==> config.mk <==
export PLATFORM = sky130hd
export DESIGN_NAME = cpu_ce_governor
export DESIGN_NICKNAME = d
export VERILOG_FILES = /design/src/rtl/cpu_ce_governor.sv
export SDC_FILE = /design/constraint.sdc
export NUM_CORES = 1
export LEC_CHECK = 0
export BUFFER_PORTS_ARGS = -buffer_cell sky130_fd_sc_hd__buf_2
export CAP_MARGIN = 0
export CORE_ASPECT_RATIO = 0.5
export CORE_MARGIN = 4
export CORE_UTILIZATION = 50
export DETAILED_ROUTE_END_ITERATION = 10
export PLACE_DENSITY = 0.69
export SYNTH_ARGS = -nofsm -noshare
export SYNTH_HDL_FRONTEND = slang
export SYNTH_SLANG_ARGS = --single-unit
==> constraint.sdc <==
create_clock -name clk_sys -period 3.74 [get_ports clk_sys]
set_input_delay 0.187 -clock clk_sys [delete_from_list [all_inputs] [get_ports clk_sys]]
set_output_delay 0.187 -clock clk_sys [all_outputs]
set_load 0.05 [all_outputs]
==> src/rtl/cpu_ce_governor.sv <==
// Multi-channel CPU clock-enable generator: fractional base ticks, deferred catch-up
// enables for ticks lost to ROM stalls, and a frame-synchronised pause FSM gating all channels.
module cpu_ce_governor #(
  parameter int unsigned NUM_CH     = 2,
  parameter int unsigned CNT_W      = 16,
  parameter int unsigned MAX_DEFER  = 2**CNT_W-1,
  parameter bit          SYNC_PAUSE = 1'b1
) (
  input  logic                 clk_sys,
  input  logic                 reset,
  input  logic [NUM_CH*10-1:0] frac_n,
  input  logic [NUM_CH*10-1:0] frac_m,
  input  logic [NUM_CH-1:0]    stall,
  input  logic [NUM_CH-1:0]    turbo,
  input  logic                 pause_rq,
  input  logic                 vsync,
  output logic [NUM_CH-1:0]    ce_base,
  output logic [NUM_CH-1:0]    ce_half,
  output logic [NUM_CH-1:0]    ce_out,
  output logic                 paused,
  output logic [NUM_CH-1:0]    defer_ovf
);

  typedef enum logic [1:0] {StRun, StPendPause, StPaused, StPendResume} state_e;

  localparam logic [CNT_W-1:0] MaxCnt = CNT_W'(MAX_DEFER);

  logic [9:0]       acc_q [NUM_CH];
  logic [9:0]       acc_d [NUM_CH];
  logic [10:0]      sum   [NUM_CH];
  logic [CNT_W-1:0] cnt_q [NUM_CH];
  logic [CNT_W-1:0] cnt_d [NUM_CH];
  logic [NUM_CH-1:0] base_q, base_d, tog_q, tog_d, ovf_q, ovf_d;
  logic [NUM_CH-1:0] inc, dec;
  state_e state_q, state_d;
  logic   vsync_q, vs_rise;
  logic   paused_q, paused_d;
  logic   run_g;

  assign run_g = ~paused_q;

  // Fractional divider; m=0 falls out naturally since sum >= 0 always ticks.
  always_comb begin
    for (int i = 0; i < NUM_CH; i++) begin
      sum[i]    = {1'b0, acc_q[i]} + {1'b0, frac_n[10*i +: 10]};
      acc_d[i]  = sum[i][9:0];
      base_d[i] = 1'b0;
      if (sum[i] >= {1'b0, frac_m[10*i +: 10]}) begin
        acc_d[i]  = 10'(sum[i] - {1'b0, frac_m[10*i +: 10]});
        base_d[i] = 1'b1;
      end
    end
  end

  assign tog_d = tog_q ^ base_q;

  // Deferred-tick bank: a lost tick adds credit, a free unstalled cycle spends one.
  always_comb begin
    for (int i = 0; i < NUM_CH; i++) begin
      inc[i]    = run_g & base_q[i] & stall[i];
      dec[i]    = run_g & ~base_q[i] & ~stall[i] & (cnt_q[i] != '0);
      cnt_d[i]  = cnt_q[i];
      ovf_d[i]  = ovf_q[i];
      ce_out[i] = run_g & ~stall[i] & (base_q[i] | turbo[i] | (cnt_q[i] != '0));
      if (inc[i]) begin
        if (cnt_q[i] == MaxCnt) ovf_d[i] = 1'b1;
        else                    cnt_d[i] = cnt_q[i] + CNT_W'(1);
      end else if (dec[i]) begin
        cnt_d[i] = cnt_q[i] - CNT_W'(1);
      end
    end
  end

  assign vs_rise = vsync & ~vsync_q;

  always_comb begin
    state_d = state_q;
    case (state_q)
      StRun:        if (pause_rq) state_d = StPendPause;
      StPendPause:  if (!pause_rq) state_d = StRun;
                    else if (vs_rise || !SYNC_PAUSE) state_d = StPaused;
      StPaused:     if (!pause_rq) state_d = StPendResume;
      StPendResume: if (pause_rq) state_d = StPaused;
                    else if (vs_rise || !SYNC_PAUSE) state_d = StRun;
      default:      state_d = StRun;
    endcase
    paused_d = (state_d == StPaused) || (state_d == StPendResume);
  end

  always_ff @(posedge clk_sys) begin
    if (reset) begin
      for (int i = 0; i < NUM_CH; i++) begin
        acc_q[i] <= '0;
        cnt_q[i] <= '0;
      end
      base_q   <= '0;
      tog_q    <= '0;
      ovf_q    <= '0;
      state_q  <= StRun;
      vsync_q  <= 1'b0;
      paused_q <= 1'b0;
    end else begin
      for (int i = 0; i < NUM_CH; i++) begin
        acc_q[i] <= acc_d[i];
        cnt_q[i] <= cnt_d[i];
      end
      base_q   <= base_d;
      tog_q    <= tog_d;
      ovf_q    <= ovf_d;
      state_q  <= state_d;
      vsync_q  <= vsync;
      paused_q <= paused_d;
    end
  end

  assign ce_base   = base_q;
  assign ce_half   = base_q & tog_q;
  assign paused    = paused_q;
  assign defer_ovf = ovf_q;

endmodule

==> flow_summary.ini <==
[run_status]
status = complete, no violations

[detailed_routing]
via_per_inst = 5.59
drtIter0Drc = 213
wl_per_cell_um = 14.2
antenna_left = 0
drcViolationCount = 0
first_pass_iters = 5
vias = 4808
drt_wl_total_um = 12200

[clock_tree]
htreeDepth = 3
cts_buffer_depth = 2
clock_latency_ps = 330
cts_tree = yes
path_clk_slew_ps = 50
cts_root_buf = clkbuf_16
clock-sinks = 62
numCtsBuffers = 9

[synthesis]
yosysMostFrequentCell = ha_1
syn_inst = 656
ys.flop_type = dfxtp_1
synth_top_cell_by_area = dfxtp_1
netlist_area_mm2 = 0.00542
yosys_register_bits = 62
ys_seq_area_frac = 0.229
syn_nets = 780
synth_top_cell_area_share = 0.229
synth.area.top_cells = dfxtp_1 23%, ha_1 16%, xnor2_1 6.3%, mux2i_1 5.2%, nor2_1 4.6%
ys_warn_count = 0
synth_area_per_cell_um2 = 8.26
synthTopCellsByCount = 70 x ha_1, 66 x nor2_1, 62 x dfxtp_1
synth-async-reset-ratio = 0
synth_edf_count = 0
synth_cell_types = 56

[power]
peakVddDrop_mv = 0.540
p_leak_nw = 2.82
powerDensity_mw_per_mm2 = 1100
finalPower_mw = 6.81

[cells_and_area]
layout-drive-gt1-share = 0.146
multi_input_area_mm2 = 0.00395
seqCellArea_mm2 = 0.00124
layout.cells.non_filler = 860
areaGrowthSynthToFinish_pct = 13.8
n_fill_cell = 931
num_antenna_cells = 0
nets = 839

[sta]
setup_viol = 0
tns_ps = 0
drv_slew = 0
finalHoldViolations = 0
fmax_ghz = 0.279
finalClockSkew_ps = 5.78
finalCriticalPeriod_ps = 3580
worst_slew_pin_slew_ps = 914
period_share = 0.957
relSlewSlack = 0.390
layout_setup_ws_ps = 159

[grt]
grt_pass1_wl_um = 20600
track_usage = 0.197
grt_pass1_vias = 4454
grt_max_degree = 56
grt_antenna_before_repair = 0
grt-ovfl-total = 0

[floorplan]
floorplan.initialDensity = 0.522
die_x_um = 155
io_pins = 57
die_h_um = 81.6
fp.coreArea_mm2 = 0.0104
die_area_mm2 = 0.0127
rows = 26

[critical_path]
crit_path_frequent_cell = o31a_1
path_max_fanout = 9
path_class = reg -> reg
cp_cell_sequence = ha_1, inv_1, fa_1, nor2b_2, o31a_1, o31a_1, o22ai_1, xnor2_1, ha_2, nand2_1, nor3_1, a311oi_1, buf_4, o211ai_4, buf_12, mux2i_1, nor2_1
critPathRequiredTime_ps = 3930
slowest_delay_ps = 410
end_kind = flop
worstPathArrival_ps = 3770
worst_setup_path_start_kind = flop
crit_slowest_cell = fa_1

[place]
dp_slack_ps = 122
dpl.cell_count = 841
dp.final_hpwl_um = 9110
io_buffers = 56
place_congestion = 0.856

[worst_hold_path]
hp-class = in -> reg

[flow_run]
cap_violations = 0
## report_power, final
group / leakage, nW / internal [mW] / switching [mW]
combinational: 2.17 / 2.28 / 2.64
sequential: 0.514 / 0.926 / 0.211
clock: 0.139 / 0.460 / 0.292
total: 2.82 / 3.66 / 3.14
## flip-flops by register name, summed over array words and instances (netlist names)
name	cells
cnt_q	32
acc_q	20
ce_base	2
defer_ovf	2
state_q	2
tog_q	2
paused	1
vsync_q	1
## cell families after synthesis
kind of cell | Yosys count | share of synthesized area
compound gates | 177 | 0.225
xor+xnor | 50 | 0.0808
fa+ha+maj | 76 | 0.184
buf+inv | 61 | 0.0459
flops | 62 | 0.229
mux | 31 | 0.0579
simple gates | 199 | 0.177
## what timing repair did
item / 4_1_cts / 5_1_grt
buffers inserted: 0 / 3
endpoints found under the setup margin: 0 / 17
hold buffers: 0 / 0
gates resized for setup: 0 / 5
## area by class of cell
type | count | share of cell area
flip-flops and latches | 62 | 0.201
inverters | 43 | 0.0262
clock buffers | 11 | 0.0394
repair buffers | 66 | 0.0602
multi-input cells | 533 | 0.641
clock inverters | 5 | 0.00406
well taps | 140 | 0.0284
## final timing paths
| kind | slack, ps | depth (start not counted) | end | from |
|---|---|---|---|---|
| hold / removal | 110 | 2 | vsync_q | vsync |
| setup reg to reg | 160 | 17 | acc_q[0][5] | acc_q[0][0] |
| setup / recovery | 160 | 17 | acc_q[0][5] | acc_q[0][0] |
| hold reg to reg | 470 | 1 | defer_ovf[0] | defer_ovf[0] |
## cells in the final DEF, fill, tap and decap left out, drive strengths merged, types with 18 or more instances in the layout
master	Yosys	final
mux2i	28	28
ha	70	70
o21ai	27	27
nand2	35	35
buf	8	66
dfxtp	62	62
a21oi	49	49
a21o	21	21
inv	43	43
xnor2	39	39
nand3	18	18
nor2	66	66
## metrics by stage
stage / util / instance area, um2 / hold slack (ps)
after floorplan: - / 5420 / 315
after global placement: 0.564 / 5850 / 448
after detailed placement: 0.564 / 5850 / 448
after CTS: 0.589 / 6120 / 101
after global routing: 0.594 / 6170 / 114
final: 0.594 / 6170 / 109
## layer usage
| layer | routed length [um] | vias up | global-route usage |
|---|---|---|---|
| met5 | 0 | - | 0 |
| met4 | 64 | 0 | 0.0419 |
| met3 | 609 | 4 | 0.0495 |
| met2 | 5640 | 87 | 0.330 |
| met1 | 5870 | 2202 | 0.261 |
| li1 | - | 2515 | - |
## critical path: cells and delay by family, from the launching register on
family                     cells  cell delay (ps)
adders and majority gates      3              930
AOI/OAI and AO/OA              5              860
and+or+nand+nor                4              500
buffers and inverters          3              400
DFF                            1              310
xor gates and xnor gates       1              270
muxes                          1              150
No activity file was read; power rests on OpenSTA's default activity.
